===== src/rtl/set_assoc_cache_pkg.sv =====
// Shared types and address-field width helpers for the 2-way set-associative cache.
package cache_pkg;

  typedef enum logic [2:0] {
    IDLE,
    REFILL_REQ,
    REFILL_DATA,
    WRITE_MEM,
    RESP
  } cache_state_e;

  function automatic int index_w(input int sets);
    return $clog2(sets);
  endfunction

  function automatic int offset_w(input int words_per_line);
    return $clog2(words_per_line);
  endfunction

  function automatic int tag_w(input int sets, input int words_per_line);
    return 32 - 2 - index_w(sets) - offset_w(words_per_line);
  endfunction

endpackage


===== src/rtl/set_assoc_cache_if.sv =====
// CPU load/store port and memory refill/write port of the cache, bundled as one interface.
interface set_assoc_cache_if #(
  parameter int DATA_WIDTH = 32
);
  logic                  req_valid;
  logic                  req_ready;
  logic                  req_we;
  logic [31:0]           req_addr;
  logic [DATA_WIDTH-1:0] req_wdata;
  logic                  resp_valid;
  logic [DATA_WIDTH-1:0] resp_rdata;
  logic                  mem_req_valid;
  logic                  mem_req_ready;
  logic                  mem_req_we;
  logic [31:0]           mem_addr;
  logic [DATA_WIDTH-1:0] mem_wdata;
  logic                  mem_rvalid;
  logic [DATA_WIDTH-1:0] mem_rdata;

  modport slave (
    input  req_valid, req_we, req_addr, req_wdata, mem_req_ready, mem_rvalid, mem_rdata,
    output req_ready, resp_valid, resp_rdata, mem_req_valid, mem_req_we, mem_addr, mem_wdata
  );

  modport master (
    output req_valid, req_we, req_addr, req_wdata, mem_req_ready, mem_rvalid, mem_rdata,
    input  req_ready, resp_valid, resp_rdata, mem_req_valid, mem_req_we, mem_addr, mem_wdata
  );
endinterface


===== src/rtl/set_assoc_cache_way.sv =====
// One way of the cache: valid/tag/data arrays with combinational lookup and a single write port.
module cache_way
  import cache_pkg::*;
#(
  parameter int DATA_WIDTH     = 32,
  parameter int SETS           = 8,
  parameter int WORDS_PER_LINE = 4,
  parameter int TAG_W          = 25,
  parameter int IDX_B          = 3,
  parameter int OFF_B          = 2
) (
  input  logic                  clk,
  input  logic                  rst_n,
  input  logic [IDX_B-1:0]      lk_idx,
  input  logic [TAG_W-1:0]      lk_tag,
  input  logic [OFF_B-1:0]      lk_off,
  output logic                  lk_hit,
  output logic                  lk_valid,
  output logic [DATA_WIDTH-1:0] lk_data,
  input  logic                  wr_en,
  input  logic [IDX_B-1:0]      wr_idx,
  input  logic [OFF_B-1:0]      wr_off,
  input  logic [DATA_WIDTH-1:0] wr_data,
  input  logic                  set_en,
  input  logic [TAG_W-1:0]      set_tag,
  input  logic                  inv_en,
  input  logic                  flush_all
);
  logic [SETS-1:0]       valid_q;
  logic [TAG_W-1:0]      tag_q  [SETS];
  logic [DATA_WIDTH-1:0] data_q [SETS][WORDS_PER_LINE];

  always_ff @(posedge clk or negedge rst_n) begin
    if (!rst_n) begin
      valid_q <= '0;
    end else if (flush_all) begin
      valid_q <= '0;
    end else if (set_en) begin
      valid_q[wr_idx] <= 1'b1;
    end else if (inv_en) begin
      valid_q[wr_idx] <= 1'b0;
    end
  end

  // Payload arrays need no reset: every read is qualified by valid_q.
  always_ff @(posedge clk) begin
    if (wr_en)  data_q[wr_idx][wr_off] <= wr_data;
    if (set_en) tag_q[wr_idx]          <= set_tag;
  end

  assign lk_valid = valid_q[lk_idx];
  assign lk_hit   = valid_q[lk_idx] && (tag_q[lk_idx] == lk_tag);
  assign lk_data  = data_q[lk_idx][lk_off];

endmodule


===== src/rtl/set_assoc_cache.sv =====
// 2-way set-associative write-through, no-write-allocate cache with burst refill and 1-bit LRU.
// Optional hit/miss statistics counters are built when CACHE_STATS_EN is defined.
//   state       | meaning
//   IDLE        | accept CPU request or flush, tag compare both ways
//   REFILL_REQ  | line read request pending on memory port
//   REFILL_DATA | collecting refill beats into the victim way
//   WRITE_MEM   | single-word write-through pending on memory port
//   RESP        | one-cycle response pulse to the CPU
module set_assoc_cache
  import cache_pkg::*;
#(
  parameter int DATA_WIDTH     = 32,
  parameter int SETS           = 8,
  parameter int WORDS_PER_LINE = 4
) (
  input  logic                   clk,
  input  logic                   rst_n,
  input  logic                   flush,
  set_assoc_cache_if.slave       bus,
  output logic [31:0]            hit_count,
  output logic [31:0]            miss_count
);
  localparam int INDEX_W  = index_w(SETS);
  localparam int OFFSET_W = offset_w(WORDS_PER_LINE);
  localparam int TAG_W    = tag_w(SETS, WORDS_PER_LINE);
  localparam int IDX_B    = (INDEX_W > 0) ? INDEX_W : 1;
  localparam int OFF_B    = (OFFSET_W > 0) ? OFFSET_W : 1;

  // Field extraction by shift/mask keeps zero-width fields (1 set or 1 word) legal.
  function automatic logic [IDX_B-1:0] addr_idx(input logic [31:0] a);
    return IDX_B'((a >> (2 + OFFSET_W)) & 32'(SETS - 1));
  endfunction
  function automatic logic [OFF_B-1:0] addr_off(input logic [31:0] a);
    return OFF_B'((a >> 2) & 32'(WORDS_PER_LINE - 1));
  endfunction
  function automatic logic [TAG_W-1:0] addr_tag(input logic [31:0] a);
    return TAG_W'(a >> (2 + OFFSET_W + INDEX_W));
  endfunction

  cache_state_e          state_q;
  logic [31:0]           addr_q;
  logic                  way_q;
  logic [OFF_B-1:0]      cnt_q;
  logic [DATA_WIDTH-1:0] cap_q;
  logic [SETS-1:0]       lru_q;

  logic [IDX_B-1:0]      req_idx, idx_q, wr_idx;
  logic [OFF_B-1:0]      req_off, off_q, wr_off;
  logic [TAG_W-1:0]      req_tag, set_tag;
  logic [1:0]            hit, vld, wr_en, set_en, inv_en;
  logic [DATA_WIDTH-1:0] rd [2];
  logic [DATA_WIDTH-1:0] wr_data, hit_data;
  logic                  accept, any_hit, hit_way, victim, last_beat, flush_all;

  assign req_idx   = addr_idx(bus.req_addr);
  assign req_off   = addr_off(bus.req_addr);
  assign req_tag   = addr_tag(bus.req_addr);
  assign idx_q     = addr_idx(addr_q);
  assign off_q     = addr_off(addr_q);
  assign set_tag   = addr_tag(addr_q);
  assign bus.req_ready = (state_q == IDLE) && !flush;
  assign accept    = (state_q == IDLE) && !flush && bus.req_valid;
  assign flush_all = (state_q == IDLE) && flush;
  assign any_hit   = |hit;
  assign hit_way   = ~hit[0];
  assign hit_data  = hit[0] ? rd[0] : rd[1];
  assign victim    = !vld[0] ? 1'b0 : (!vld[1] ? 1'b1 : lru_q[req_idx]);
  assign last_beat = (cnt_q == OFF_B'(WORDS_PER_LINE - 1));

  for (genvar w = 0; w < 2; w++) begin : g_way
    cache_way #(
      .DATA_WIDTH(DATA_WIDTH), .SETS(SETS), .WORDS_PER_LINE(WORDS_PER_LINE),
      .TAG_W(TAG_W), .IDX_B(IDX_B), .OFF_B(OFF_B)
    ) u_way (
      .clk(clk), .rst_n(rst_n),
      .lk_idx(req_idx), .lk_tag(req_tag), .lk_off(req_off),
      .lk_hit(hit[w]), .lk_valid(vld[w]), .lk_data(rd[w]),
      .wr_en(wr_en[w]), .wr_idx(wr_idx), .wr_off(wr_off), .wr_data(wr_data),
      .set_en(set_en[w]), .set_tag(set_tag), .inv_en(inv_en[w]), .flush_all(flush_all)
    );
  end

  // Victim is invalidated at miss accept so an interrupted refill never leaves a stale line.
  always_comb begin
    wr_en   = '0;
    set_en  = '0;
    inv_en  = '0;
    wr_idx  = req_idx;
    wr_off  = req_off;
    wr_data = bus.req_wdata;
    if (accept) begin
      if (bus.req_we) wr_en = hit;
      else if (!any_hit) inv_en[victim] = 1'b1;
    end else if (state_q == REFILL_DATA && bus.mem_rvalid) begin
      wr_idx         = idx_q;
      wr_off         = cnt_q;
      wr_data        = bus.mem_rdata;
      wr_en[way_q]   = 1'b1;
      set_en[way_q]  = last_beat;
    end
  end

  always_ff @(posedge clk or negedge rst_n) begin
    if (!rst_n) begin
      state_q           <= IDLE;
      addr_q            <= '0;
      way_q             <= 1'b0;
      cnt_q             <= '0;
      cap_q             <= '0;
      lru_q             <= '0;
      bus.resp_valid    <= 1'b0;
      bus.resp_rdata    <= '0;
      bus.mem_req_valid <= 1'b0;
      bus.mem_req_we    <= 1'b0;
      bus.mem_addr      <= '0;
      bus.mem_wdata     <= '0;
    end else begin
      case (state_q)
        IDLE: begin
          if (flush) begin
            lru_q <= '0;
          end else if (bus.req_valid) begin
            addr_q <= bus.req_addr;
            if (bus.req_we) begin
              if (any_hit) lru_q[req_idx] <= ~hit_way;
              bus.mem_req_valid <= 1'b1;
              bus.mem_req_we    <= 1'b1;
              bus.mem_addr      <= bus.req_addr & ~32'd3;
              bus.mem_wdata     <= bus.req_wdata;
              state_q           <= WRITE_MEM;
            end else if (any_hit) begin
              lru_q[req_idx] <= ~hit_way;
              bus.resp_valid <= 1'b1;
              bus.resp_rdata <= hit_data;
              state_q        <= RESP;
            end else begin
              way_q             <= victim;
              bus.mem_req_valid <= 1'b1;
              bus.mem_req_we    <= 1'b0;
              bus.mem_addr      <= bus.req_addr & ~32'((WORDS_PER_LINE * 4) - 1);
              state_q           <= REFILL_REQ;
            end
          end
        end
        REFILL_REQ: begin
          if (bus.mem_req_ready) begin
            bus.mem_req_valid <= 1'b0;
            cnt_q             <= '0;
            state_q           <= REFILL_DATA;
          end
        end
        REFILL_DATA: begin
          if (bus.mem_rvalid) begin
            if (cnt_q == off_q) cap_q <= bus.mem_rdata;
            if (last_beat) begin
              lru_q[idx_q]   <= ~way_q;
              bus.resp_valid <= 1'b1;
              bus.resp_rdata <= (cnt_q == off_q) ? bus.mem_rdata : cap_q;
              state_q        <= RESP;
            end else begin
              cnt_q <= cnt_q + OFF_B'(1);
            end
          end
        end
        WRITE_MEM: begin
          if (bus.mem_req_ready) begin
            bus.mem_req_valid <= 1'b0;
            bus.resp_valid    <= 1'b1;
            bus.resp_rdata    <= '0;
            state_q           <= RESP;
          end
        end
        RESP: begin
          bus.resp_valid <= 1'b0;
          bus.resp_rdata <= '0;
          state_q        <= IDLE;
        end
        default: state_q <= IDLE;
      endcase
    end
  end

`ifdef CACHE_STATS_EN
  always_ff @(posedge clk or negedge rst_n) begin
    if (!rst_n) begin
      hit_count  <= '0;
      miss_count <= '0;
    end else if (accept) begin
      if (any_hit) begin
        if (hit_count != 32'hFFFF_FFFF) hit_count <= hit_count + 32'd1;
      end else begin
        if (miss_count != 32'hFFFF_FFFF) miss_count <= miss_count + 32'd1;
      end
    end
  end
`else
  assign hit_count  = '0;
  assign miss_count = '0;
`endif

endmodule


===== src/flat_wrapper.sv =====
// flat-port wrapper written by rule: the top's interface ports become plain ports
module set_assoc_cache_flat import cache_pkg::*;
#(
  parameter int DATA_WIDTH     = 32,
  parameter int SETS           = 8,
  parameter int WORDS_PER_LINE = 4
)
  (clk, rst_n, flush, hit_count, miss_count, bus_req_valid, bus_req_we, bus_req_addr, bus_req_wdata, bus_mem_req_ready, bus_mem_rvalid, bus_mem_rdata, bus_req_ready, bus_resp_valid, bus_resp_rdata, bus_mem_req_valid, bus_mem_req_we, bus_mem_addr, bus_mem_wdata);
  set_assoc_cache_if #(.DATA_WIDTH(DATA_WIDTH)) bus_i ();
  input  logic clk;
  input  logic rst_n;
  input  logic flush;
  output logic [31:0] hit_count;
  output logic [31:0] miss_count;
  input wire logic [$bits(bus_i.req_valid)-1:0] bus_req_valid;
  input wire logic [$bits(bus_i.req_we)-1:0] bus_req_we;
  input wire logic [$bits(bus_i.req_addr)-1:0] bus_req_addr;
  input wire logic [$bits(bus_i.req_wdata)-1:0] bus_req_wdata;
  input wire logic [$bits(bus_i.mem_req_ready)-1:0] bus_mem_req_ready;
  input wire logic [$bits(bus_i.mem_rvalid)-1:0] bus_mem_rvalid;
  input wire logic [$bits(bus_i.mem_rdata)-1:0] bus_mem_rdata;
  output wire logic [$bits(bus_i.req_ready)-1:0] bus_req_ready;
  output wire logic [$bits(bus_i.resp_valid)-1:0] bus_resp_valid;
  output wire logic [$bits(bus_i.resp_rdata)-1:0] bus_resp_rdata;
  output wire logic [$bits(bus_i.mem_req_valid)-1:0] bus_mem_req_valid;
  output wire logic [$bits(bus_i.mem_req_we)-1:0] bus_mem_req_we;
  output wire logic [$bits(bus_i.mem_addr)-1:0] bus_mem_addr;
  output wire logic [$bits(bus_i.mem_wdata)-1:0] bus_mem_wdata;
  assign bus_i.req_valid = bus_req_valid;
  assign bus_i.req_we = bus_req_we;
  assign bus_i.req_addr = bus_req_addr;
  assign bus_i.req_wdata = bus_req_wdata;
  assign bus_i.mem_req_ready = bus_mem_req_ready;
  assign bus_i.mem_rvalid = bus_mem_rvalid;
  assign bus_i.mem_rdata = bus_mem_rdata;
  assign bus_req_ready = bus_i.req_ready;
  assign bus_resp_valid = bus_i.resp_valid;
  assign bus_resp_rdata = bus_i.resp_rdata;
  assign bus_mem_req_valid = bus_i.mem_req_valid;
  assign bus_mem_req_we = bus_i.mem_req_we;
  assign bus_mem_addr = bus_i.mem_addr;
  assign bus_mem_wdata = bus_i.mem_wdata;
  set_assoc_cache #(.DATA_WIDTH(DATA_WIDTH), .SETS(SETS), .WORDS_PER_LINE(WORDS_PER_LINE)) u_core (.clk(clk), .rst_n(rst_n), .flush(flush), .bus(bus_i), .hit_count(hit_count), .miss_count(miss_count));
endmodule

===== config.mk =====
export PLATFORM = sky130hd
export DESIGN_NAME = set_assoc_cache_flat
export DESIGN_NICKNAME = d
export VERILOG_FILES = /design/src/rtl/set_assoc_cache_pkg.sv /design/src/rtl/set_assoc_cache_if.sv /design/src/rtl/set_assoc_cache_way.sv /design/src/rtl/set_assoc_cache.sv /design/src/flat_wrapper.sv
export SDC_FILE = /design/constraint.sdc
export NUM_CORES = 2
export LEC_CHECK = 0
export CORE_ASPECT_RATIO = 1.1
export CORE_UTILIZATION = 40
export CTS_CLUSTER_SIZE = 16
export DETAILED_ROUTE_END_ITERATION = 6
export MAX_ROUTING_LAYER = met4
export PLACE_DENSITY_LB_ADDON = 0.08
export SLEW_MARGIN = 30
export SYNTH_ARGS = -nofsm -noshare
export SYNTH_HDL_FRONTEND = slang
export SYNTH_SLANG_ARGS = --single-unit

===== constraint.sdc =====
create_clock -name clk -period 5.7 [get_ports clk]
set_input_delay 0.855 -clock clk [delete_from_list [all_inputs] [get_ports clk]]
set_output_delay 0.855 -clock clk [all_outputs]
set_load 0.03 [all_outputs]

==> flow_metrics.tcl <==
set metrics [dict create \
    worst_slack_ns 1.24 \
    io_pins 267 \
    p_leak_nw 40.9 \
    seq_area_mm2 0.0782 \
    violations "DRC" \
    grt_max_degree 108 \
    finalSetupTns_ns 0 \
    antenna_found_initial 21 \
    fin_worst_skew_ns 0.0430 \
    clock_latency_ns 0.87 \
    cts_resized 0 \
    drt-initial-drc-count 7417 \
    ys_seq_area_share_pct 75.5 \
    async_flop_share_pct 7.17 \
    period_share_pct 78.3 \
    status "finished with violations" \
    clk_pin_slew_ns 0.06 \
    ys_ff_latch 2637 \
    synth_area_per_cell_um2 16.6 \
    rsz0062_at_grt "no" \
    hpwl_um 215000 \
    rows 195 \
    grt_pass1_wl_um 499000 \
    remaining_drc_errors 2 \
    start_kind "input port" \
    p_per_area_mw_per_mm2 397 \
    worstMarginPinSlew_ns 1.11 \
    h-tree-depth 5 \
    cts_tree "done" \
    synth_cells 6237 \
    ys_types 88 \
    yosysWarnings 0 \
    place_congestion 0.855 \
    drt-total-wl_um 365000 \
    via_per_inst 5.96 \
    hold_viol_final 0 \
    clock.fmax_mhz 224 \
    die_w_um 487 \
    portBuffers 198 \
    nNetsFinal 6856 \
    core_mm2 0.257 \
    ant_nets 0 \
    floorplan.initialDensity_pct 40.3 \
    multiInputGateArea_mm2 0.0243 \
    cts_setup_buffers 0 \
    cts_max_path_buffers 4 \
    drive_above_1_share_pct 19.1 \
    grt_pass1_vias 59859 \
    syn-cell-area_mm2 0.104 \
    drv_cap 0 \
    vias 62004 \
    wl_per_cell_um 35.1 \
    cp-end-kind "flip-flop" \
    clock-root-buffer "clkbuf_16" \
    grt.total_usage_pct 28.4 \
    grt_overflow 0 \
    setup_viol 0 \
    slew_violations 0 \
    ys.flop_type "edfxtp_1" \
    fin_util_pct 47.7 \
    worst_ep_required_time_ns 6.25 \
    area_delta_synth_final_pct 18.3 \
    cts_buffers 283 \
    final_cells 10409 \
    ir_drop_mv 0.282 \
    fill_cells 21984 \
    cts-hold-fix-buffers 0 \
    path_class "in2reg" \
    cp_max_fo 30 \
    synth_enable_flop_cells 2448 \
    period_needed_ns 4.46 \
    drt_pass1_iterations 7 \
    post-place-ws_ns 0.337 \
    fp.dieH_um 536 \
    worstPathArrival_ns 5.01 \
    place_inst 9914 \
    die-area_mm2 0.261 \
    hp-class "in2async" \
    clock-sinks 2637 \
    slew_headroom_pct 26.2 \
]
## cell families after synthesis
group / share of synthesized area [%]
adder cells (fa/ha/maj): 0.0121
multiplexers: 9.28
buffers and inverters: 2.33
AND/OR/NAND/NOR: 3.95
flip-flops: 75.5
AO/OA/AOI/OAI: 8.74
other: 0.00362
XOR/XNOR: 0.211
## final timing paths
path	from	end	slack, ns	depth (start not counted)
max in group asynchronous	rst_n	u_core.bus.resp_rdata[30]	4.49	2
hold / removal	rst_n	u_core.bus.mem_addr[17]	0.004	1
min in group clk	u_core.bus.mem_wdata[6]	u_core.bus.mem_wdata[6]	0.47	2
hold reg to reg	u_core.bus.mem_wdata[6]	u_core.bus.mem_wdata[6]	0.47	2
setup / recovery	bus_req_addr[5]	u_core.g_way[0].u_way.data_q[1][71]	1.24	14
setup reg to reg	u_core.g_way[1].u_way.tag_q[4][24]	u_core.g_way[1].u_way.data_q[3][120]	1.30	12
## worst max-delay path, cell delays in order
cell      delay [ns]
buf_8           0.26
buf_4           0.27
or2_2           0.36
buf_4           0.22
o22ai_1         0.10
o21ai_0         0.50
nor4bb_1        0.35
nand4_1         0.20
nor4_4          0.36
buf_4           0.21
a21o_2          0.29
nand2_2         0.31
nor2_4          0.40
buf_12          0.23
## cells in the mapped netlist (79+ instances only)
cell type | count | area, um2
a221oi_1 | 183 | 1600
nand2_1 | 460 | 1730
mux2i_1 | 405 | 4050
a22oi_1 | 201 | 1510
o21ai_0 | 232 | 1160
nand3_1 | 85 | 425
mux4_2 | 102 | 2300
clkbuf_1 | 220 | 826
o22ai_1 | 79 | 494
dfrtp_1 | 189 | 4730
buf_4 | 89 | 668
a21oi_1 | 273 | 1370
mux2_2 | 233 | 2620
nor2_1 | 259 | 972
buf_2 | 93 | 465
edfxtp_1 | 2448 | 73500
## registers in the layout, summed over array words and instances (netlist names), 2 cells and up
register and flops:
u_core.cnt_q 2, u_core.bus.mem_wdata 32, u_core.addr_q 30, u_core.bus.mem_addr 30
u_core.cap_q 32, u_core.g_way.u_way.valid_q 16, u_core.lru_q 8, u_core.g_way.u_way.data_q 2048
u_core.state_q 3, u_core.bus.resp_rdata 32, u_core.g_way.u_way.tag_q 400
## per-stage QoR
| stage | area (um2) | hold slack [ns] | total power [mW] |
|---|---|---|---|
| floorplan | 104000 | 0.463 | 27.6 |
| global placement | 114000 | 0.461 | 31.2 |
| detailed placement | 114000 | 0.462 | 31.4 |
| CTS | 123000 | 0.0189 | 49.0 |
| global route | 123000 | 0.0419 | 50.2 |
| finish | 123000 | 0.00354 | 48.8 |
## final cells by class
class	count	share of cell area [%]
flip-flops and latches	2637	63.8
multi-input cells	3165	19.8
clock buffers	352	6.20
repair buffers	636	5.71
well taps	3447	3.52
clock inverters	138	0.891
inverters	29	0.0989
diodes	5	0.0102
## layer usage
metal / routed length [um] / global-route usage (%) / part of all wire [%] / vias up
met3: 25600 / 3.45 / 7.0 / 444
met5: 0 / - / 0 / -
met4: 10200 / 7.64 / 2.8 / 0
li1: - / - / - / 25769
met1: 155000 / 38.8 / 43 / 33055
met2: 174000 / 45.0 / 48 / 2736
## report_power, final
group,total [mW],leakage (nW),internal [mW],switching (mW)
Sequential,23.8,24.4,23.1,0.767
Combinational,7.14,12.3,2.22,4.92
Clock,17.8,4.27,10.2,7.55
Total,48.8,40.9,35.5,13.2
## layout by cell type (no fill, tap or decap), types with 20 or more instances in the layout
| cell type | netlist | layout |
|---|---|---|
| a211oi_1 | 40 | 39 |
| a21oi_1 | 273 | 266 |
| a221o_1 | 27 | 27 |
| a221oi_1 | 183 | 183 |
| a22o_1 | 48 | 48 |
| a22oi_1 | 201 | 201 |
| a31oi_1 | 50 | 49 |
| buf_12 | 0 | 134 |
| buf_4 | 89 | 302 |
| clkbuf_1 | 220 | 55 |
| clkbuf_16 | 0 | 294 |
| clkdlybuf4s50_1 | 0 | 192 |
| clkinv_1 | 0 | 65 |
| clkinv_2 | 1 | 45 |
| conb_1 | 1 | 66 |
| dfrtp_1 | 189 | 189 |
| edfxtp_1 | 2448 | 2448 |
| inv_1 | 26 | 25 |
| mux2_1 | 57 | 57 |
| mux2_2 | 233 | 233 |
| mux2i_1 | 405 | 404 |
| mux4_2 | 102 | 102 |
| nand2_1 | 460 | 424 |
| nand2_2 | 4 | 25 |
| nand3_1 | 85 | 84 |
| nand4_1 | 20 | 20 |
| nor2_1 | 259 | 176 |
| nor2_4 | 0 | 85 |
| nor3_1 | 26 | 24 |
| o211ai_1 | 34 | 34 |
| o21ai_0 | 232 | 230 |
| o22ai_1 | 79 | 79 |
Power figures use the tool's default switching activity.
